`src/rtl/uart_rx_fifo.sv`:
```
// UART receiver: synchronised rx, oversampled 3-sample majority per bit,
// parity/framing/break detection, and a show-ahead FIFO of received frames.
module uart_rx_fifo #(
    parameter int unsigned OVERSAMPLE  = 16,
    parameter int unsigned DEPTH       = 8,
    parameter int unsigned SYNC_STAGES = 2
) (
    input  logic                       clk,
    input  logic                       arst_n,
    input  logic                       active,
    input  logic                       sample_tick,
    input  logic [1:0]                 frame_size,
    input  logic [1:0]                 parity_type,
    input  logic                       stop_type,
    input  logic                       rx,
    input  logic                       rd_en,
    input  logic                       ovf_clr,
    output logic [7:0]                 rd_data,
    output logic                       rd_perr,
    output logic                       rd_ferr,
    output logic                       rd_brk,
    output logic                       empty,
    output logic                       full,
    output logic [$clog2(DEPTH+1)-1:0] level,
    output logic                       overflow,
    output logic                       busy
);

    localparam int unsigned CW  = $clog2(OVERSAMPLE);
    localparam int unsigned AW  = $clog2(DEPTH);
    localparam int unsigned LW  = $clog2(DEPTH + 1);
    localparam int unsigned MID = OVERSAMPLE / 2;

    typedef enum logic [2:0] {IDLE, START, DATA, PARITY, STOP1, STOP2} state_t;

    typedef struct packed {
        logic       brk;
        logic       ferr;
        logic       perr;
        logic [7:0] data;
    } entry_t;

    // ------------------------------------------------------------------
    // Receiver
    // ------------------------------------------------------------------
    logic [SYNC_STAGES-1:0] sync_q;
    logic                   rx_s;
    logic                   rx_s_d;

    state_t      state;
    logic [CW-1:0] cnt;
    logic        s_a;
    logic        s_b;
    logic [2:0]  bit_idx;
    logic [7:0]  shreg;
    logic [1:0]  cfg_fs;
    logic [1:0]  cfg_par;
    logic        cfg_stop;
    logic        perr_q;
    logic        ferr_q;
    logic        zero_q;

    logic        tick_dec_c;
    logic        tick_end_c;
    logic        maj_c;
    logic        fall_c;
    logic        par_en_c;
    logic        par_exp_c;
    logic        last_data_c;
    logic        push_c;
    entry_t      push_word_c;

    assign rx_s = sync_q[SYNC_STAGES-1];

    // Metastability synchroniser plus one delayed copy for edge detection
    always_ff @(posedge clk or negedge arst_n) begin
        if (!arst_n) begin
            sync_q <= '1;
            rx_s_d <= 1'b1;
        end else begin
            sync_q <= {sync_q[SYNC_STAGES-2:0], rx};
            rx_s_d <= rx_s;
        end
    end

    // Bit-timing decodes and frame assembly helpers
    always_comb begin
        tick_dec_c       = sample_tick && (cnt == CW'(MID + 1));
        tick_end_c       = sample_tick && (cnt == CW'(OVERSAMPLE - 1));
        maj_c            = (s_a & s_b) | (s_a & rx_s) | (s_b & rx_s);
        fall_c           = rx_s_d & ~rx_s;
        par_en_c         = cfg_par[0] ^ cfg_par[1];
        par_exp_c        = (^shreg) ^ (cfg_par == 2'b10);
        last_data_c      = (bit_idx == (3'(cfg_fs) + 3'd4));
        push_c           = active && tick_dec_c &&
                           (((state == STOP1) && !cfg_stop) || (state == STOP2));
        push_word_c      = '0;
        push_word_c.brk  = zero_q & ~maj_c;
        push_word_c.ferr = ferr_q | ~maj_c;
        push_word_c.perr = perr_q;
        push_word_c.data = shreg;
    end

    // Receive FSM: bit counter, majority samples, shift register and error flags
    always_ff @(posedge clk or negedge arst_n) begin
        if (!arst_n) begin
            state    <= IDLE;
            busy     <= 1'b0;
            cnt      <= '0;
            s_a      <= 1'b1;
            s_b      <= 1'b1;
            bit_idx  <= '0;
            shreg    <= '0;
            cfg_fs   <= '0;
            cfg_par  <= '0;
            cfg_stop <= 1'b0;
            perr_q   <= 1'b0;
            ferr_q   <= 1'b0;
            zero_q   <= 1'b0;
        end else if ((state != IDLE) && !active) begin
            state <= IDLE;
            busy  <= 1'b0;
            cnt   <= '0;
        end else begin
            if ((state != IDLE) && sample_tick) begin
                cnt <= tick_end_c ? '0 : cnt + CW'(1);
                if (cnt == CW'(MID - 1)) s_a <= rx_s;
                if (cnt == CW'(MID))     s_b <= rx_s;
            end
            case (state)
                IDLE: begin
                    if (fall_c && active) begin
                        state    <= START;
                        busy     <= 1'b1;
                        cnt      <= '0;
                        cfg_fs   <= frame_size;
                        cfg_par  <= parity_type;
                        cfg_stop <= stop_type;
                        bit_idx  <= '0;
                        shreg    <= '0;
                        perr_q   <= 1'b0;
                        ferr_q   <= 1'b0;
                        zero_q   <= 1'b1;
                    end
                end
                START: begin
                    if (tick_dec_c && maj_c) begin
                        state <= IDLE;
                        busy  <= 1'b0;
                        cnt   <= '0;
                    end else if (tick_end_c) begin
                        state <= DATA;
                    end
                end
                DATA: begin
                    if (tick_dec_c) begin
                        shreg[bit_idx] <= maj_c;
                        zero_q         <= zero_q & ~maj_c;
                    end
                    if (tick_end_c) begin
                        if (last_data_c) begin
                            bit_idx <= '0;
                            state   <= par_en_c ? PARITY : STOP1;
                        end else begin
                            bit_idx <= bit_idx + 3'd1;
                        end
                    end
                end
                PARITY: begin
                    if (tick_dec_c) begin
                        perr_q <= maj_c ^ par_exp_c;
                        zero_q <= zero_q & ~maj_c;
                    end
                    if (tick_end_c) state <= STOP1;
                end
                STOP1: begin
                    if (tick_dec_c && !cfg_stop) begin
                        state <= IDLE;
                        busy  <= 1'b0;
                        cnt   <= '0;
                    end else begin
                        if (tick_dec_c) begin
                            ferr_q <= ferr_q | ~maj_c;
                            zero_q <= zero_q & ~maj_c;
                        end
                        if (tick_end_c) state <= STOP2;
                    end
                end
                STOP2: begin
                    if (tick_dec_c) begin
                        state <= IDLE;
                        busy  <= 1'b0;
                        cnt   <= '0;
                    end
                end
                default: begin
                    state <= IDLE;
                    busy  <= 1'b0;
                end
            endcase
        end
    end

    // ------------------------------------------------------------------
    // FIFO
    // ------------------------------------------------------------------
    entry_t        mem [DEPTH];
    logic [AW-1:0] wr_ptr;
    logic [AW-1:0] rd_ptr;
    logic [LW-1:0] count;
    entry_t        head_q;

    logic          do_pop_c;
    logic          do_push_c;
    logic          ovf_set_c;
    logic [LW-1:0] count_nxt_c;
    entry_t        head_nxt_c;

    // Push/pop arbitration and next head for the show-ahead output register
    always_comb begin
        do_pop_c    = rd_en && !empty;
        do_push_c   = push_c && (!full || do_pop_c);
        ovf_set_c   = push_c && full && !do_pop_c;
        count_nxt_c = count;
        if (do_push_c && !do_pop_c) count_nxt_c = count + LW'(1);
        if (!do_push_c && do_pop_c) count_nxt_c = count - LW'(1);
        head_nxt_c = head_q;
        if (count_nxt_c == '0) begin
            head_nxt_c = '0;
        end else if (do_pop_c) begin
            head_nxt_c = (count == LW'(1)) ? push_word_c : mem[rd_ptr + AW'(1)];
        end else if (empty && do_push_c) begin
            head_nxt_c = push_word_c;
        end
    end

    // Storage array, written at the tail
    always_ff @(posedge clk) begin
        if (do_push_c) mem[wr_ptr] <= push_word_c;
    end

    // Pointers, occupancy, flags and head register
    always_ff @(posedge clk or negedge arst_n) begin
        if (!arst_n) begin
            wr_ptr   <= '0;
            rd_ptr   <= '0;
            count    <= '0;
            empty    <= 1'b1;
            full     <= 1'b0;
            overflow <= 1'b0;
            head_q   <= '0;
        end else begin
            if (do_push_c) wr_ptr <= wr_ptr + AW'(1);
            if (do_pop_c)  rd_ptr <= rd_ptr + AW'(1);
            count  <= count_nxt_c;
            empty  <= (count_nxt_c == '0);
            full   <= (count_nxt_c == LW'(DEPTH));
            head_q <= head_nxt_c;
            if (ovf_set_c)    overflow <= 1'b1;
            else if (ovf_clr) overflow <= 1'b0;
        end
    end

    assign rd_data = head_q.data;
    assign rd_perr = head_q.perr;
    assign rd_ferr = head_q.ferr;
    assign rd_brk  = head_q.brk;
    assign level   = count;

endmodule
```
`config.mk`:
```
export PLATFORM = sky130hd
export DESIGN_NAME = uart_rx_fifo
export DESIGN_NICKNAME = d
export VERILOG_FILES = /design/src/rtl/uart_rx_fifo.sv
export SDC_FILE = /design/constraint.sdc
export NUM_CORES = 1
export LEC_CHECK = 0
export BUFFER_PORTS_ARGS = -buffer_cell sky130_fd_sc_hd__buf_2
export CAP_MARGIN = 5
export CORE_ASPECT_RATIO = 0.9
export CORE_UTILIZATION = 45
export CTS_BUF_LIST = sky130_fd_sc_hd__clkbuf_8
export DETAILED_ROUTE_END_ITERATION = 16
export GPL_ROUTABILITY_DRIVEN = 0
export PLACE_DENSITY = 0.65
export SLEW_MARGIN = 20
export SYNTH_ARGS = -nofsm -noshare
export SYNTH_HDL_FRONTEND = slang
export SYNTH_SLANG_ARGS = --single-unit
```
`constraint.sdc`:
```
create_clock -name clk -period 4.4 [get_ports clk]
set_input_delay 0 -clock clk [delete_from_list [all_inputs] [get_ports clk]]
set_output_delay 0 -clock clk [all_outputs]
set_load 0.02 [all_outputs]
```
==> impl_metrics.env <==
export IMPL_p_leak_nw=2.827
export IMPL_antenna_cells=0
export IMPL_final_nets=557
export IMPL_internal_power_mw=2.670
export IMPL_drive_gt1_share_pct=18.80
export IMPL_slew_violations=0
export IMPL_synth_net_count=519
export IMPL_relSlewSlack_pct=36.10
export IMPL_vias=4191
export IMPL_cts_inserted_buffers=17
export IMPL_initial_core_util_pct=46.48
export IMPL_syn_area_per_cell_um2=13.19
export IMPL_cts_root_buffer="clkbuf_8"
export IMPL_netlist_area_um2=6558
export IMPL_worst_pin_slew_ns=0.9553
export IMPL_grt_overflow_total=0
export IMPL_synthArstFlopShare_pct=38.89
export IMPL_dieArea_um2=15060
export IMPL_fillerInstances=1162
export IMPL_clk_pin_slew_ns=0.09
export IMPL_fp_dieW_um=129.2
export IMPL_ys_seq_area_share_pct=61.78
export IMPL_synthCells=497
export IMPL_clk_path_buf_depth=2
export IMPL_combPwrFrac_pct=34.5
export IMPL_required_ns=4.48
export IMPL_powerDensity_nw_per_um2=568.3
export IMPL_post_cts_buffers=0
export IMPL_routed_via_density=5.656
export IMPL_io_buffers=30
export IMPL_ys_warn_count=0
export IMPL_finalCritPeriodShare_pct=74.20
export IMPL_finalSetupTns_ns=0
export IMPL_hold_ws_ns=0.05801
export IMPL_drt_initial_drc_count=431
export IMPL_critPathArrivalTime_ns=3.34
export IMPL_endpoint_kind="flip-flop"
export IMPL_synth_seq_cells=144
export IMPL_clock_sinks=144
export IMPL_power_mw=4.188
export IMPL_outcome="completed"
export IMPL_grtUsageTotal_pct=19.41
export IMPL_rsz0062_at_grt="no"
export IMPL_fmax_mhz=306.3
export IMPL_wire_per_inst_um=18.23
export IMPL_h_tree_depth=4
export IMPL_synth_flop_cell="edfxtp_1"
export IMPL_num_rows=41
export IMPL_die_y_um=116.5
export IMPL_p_clk_share_pct=24.9
export IMPL_criticalPathCategory="reg2reg"
export IMPL_io_pins=31
export IMPL_dr_pass1_iters=5
export IMPL_drtAntennaViolNets=0
export IMPL_core_area_um2=14110
export IMPL_synth_area_leaders="edfxtp_1 40%, dfrtp_1 19%, mux4_2 7.6%, nand2_1 3.8%, dfstp_2 2.4%"
export IMPL_hold_class="in2reg"
export IMPL_layout_common_cells="88 x edfxtp_1, 66 x nand2_1, 50 x dfrtp_1"
export IMPL_fin_crit_ns=3.265
export IMPL_grt_max_degree=57
export IMPL_clkLatencyLatePin_ns=0.45
export IMPL_wl_um=13510
export IMPL_sw_frac_of_total_pct=36.25
export IMPL_synth_edf_count=88
export IMPL_worst_clock_skew_ns=0.01077
export IMPL_dp_hpwl_um=9208
export IMPL_setup_viol=0
export IMPL_drc=0
export IMPL_pwr_share_seq_pct=40.6
export IMPL_grt_pass1_vias=3876
export IMPL_synth_top_area_share_pct=40.30
export IMPL_antenna_found_initial=0
export IMPL_power_switching_mw=1.518
export IMPL_syn_to_final_growth_pct=12.38
export IMPL_grt_pass1_wl_um=21220
export IMPL_yosysTopAreaCell="edfxtp_1"
export IMPL_vdd_ir_drop_max_mv=0.3565
export IMPL_drv_cap=0
export IMPL_final_common_cell="edfxtp_1"
export IMPL_ys_types=58
export IMPL_cp_max_fo=11
export IMPL_worst_setup_path_start_kind="flip-flop"
export IMPL_hold_viol_final=0
export IMPL_cts_tree="done"
## final cells by class
cell class	instances	area, µm²	share of cell area, %
Clock buffer	17	234.0	3.175
Inverter	13	48.80	0.6621
Sequential cell	144	4051	54.97
Multi-Input combinational cell	313	2338	31.73
Tap cell	193	241.5	3.277
Timing Repair Buffer	46	295.3	4.007
Clock inverter	15	160.2	2.173
## final timing paths
| check | startpoint | endpoint | slack, ns | cells after the start |
|---|---|---|---|---|
| setup / recovery | cnt[1] | mem[5][0] | 1.13 | 7 |
| hold / removal | rd_en | rd_ptr[1] | 0.06 | 4 |
| setup reg to reg | cnt[1] | mem[5][0] | 1.13 | 7 |
| hold reg to reg | sync_q[0] | sync_q[1] | 0.36 | 0 |
| max in group asynchronous | arst_n | rd_brk | 3.69 | 3 |
| min in group asynchronous | arst_n | cnt[1] | 0.21 | 3 |
## cells by family (layout without fill, tap and decap cells)
kind of cell | after synthesis | count (layout) | share of synthesized area, %
AOI/OAI and AO/OA | 92 | 92 | 10.19
DFF | 144 | 144 | 61.78
adders and majority gates | 11 | 11 | 2.061
buffers and inverters | 40 | 91 | 2.557
xor gates and xnor gates | 19 | 19 | 2.748
and+or+nand+nor | 161 | 161 | 11.81
muxes | 30 | 30 | 8.853
## state kept, by name, summed over array words and instances, names as in the netlist, 2 cells and up
signal,count
cfg_fs,2
cfg_par,2
bit_idx,3
rd_data,8
mem,88
shreg,8
wr_ptr,3
sync_q,2
level,4
cnt,4
state,3
rd_ptr,3
## critical path, stage by stage, from the launching register on
cell     delay [ns]
dfrtp_1        0.41
inv_1          0.09
ha_1           0.15
and4b_1        0.34
nand4_1        0.37
a21oi_1        0.56
nand2_1        0.23
nor2_1         0.73
## cell usage after synthesis (all sizes together) (8+ instances only)
cell    instances
xnor2          13
nand3          18
a31oi          10
ha             10
a21oi          15
buf             8
nor2           21
o211ai         13
mux4           22
clkbuf         19
edfxtp         88
dfrtp          50
inv            12
nor3           11
nand2          67
o21ai          15
nand2b         12
a22oi          12
## routing by layer
metal	track usage [%]	wire (µm)
met1	28.41	6307
met3	5.176	1004
met5	0	0
met4	8.000	261
met2	27.24	5937
## stage by stage
stage                     area [µm²]  utilization (%)  setup slack [ns]  std cells
final                           7370            52.24             1.135        741
after global routing            7370            52.24            0.8077        741
after CTS                       7370            52.24             1.127        741
after detailed placement        6875            48.74             1.147        699
after global placement          6875            48.74             1.263        699
after floorplan                 6558                -             1.503        497
## what timing repair did
item                      CTS  global route
gates resized for setup     0             0
hold endpoints to repair   62             0
hold buffers               10             0
## power groups by stage
stage	Clock [mW]	Sequential [mW]	Combinational, mW
final	1.04	1.70	1.45
after global routing	1.11	1.72	1.60
after CTS	1.06	1.70	1.45
after detailed placement	0	1.73	1.44
after global placement	0	1.72	1.42
after floorplan	0	1.76	1.06
Power figures use the tool's default switching activity.
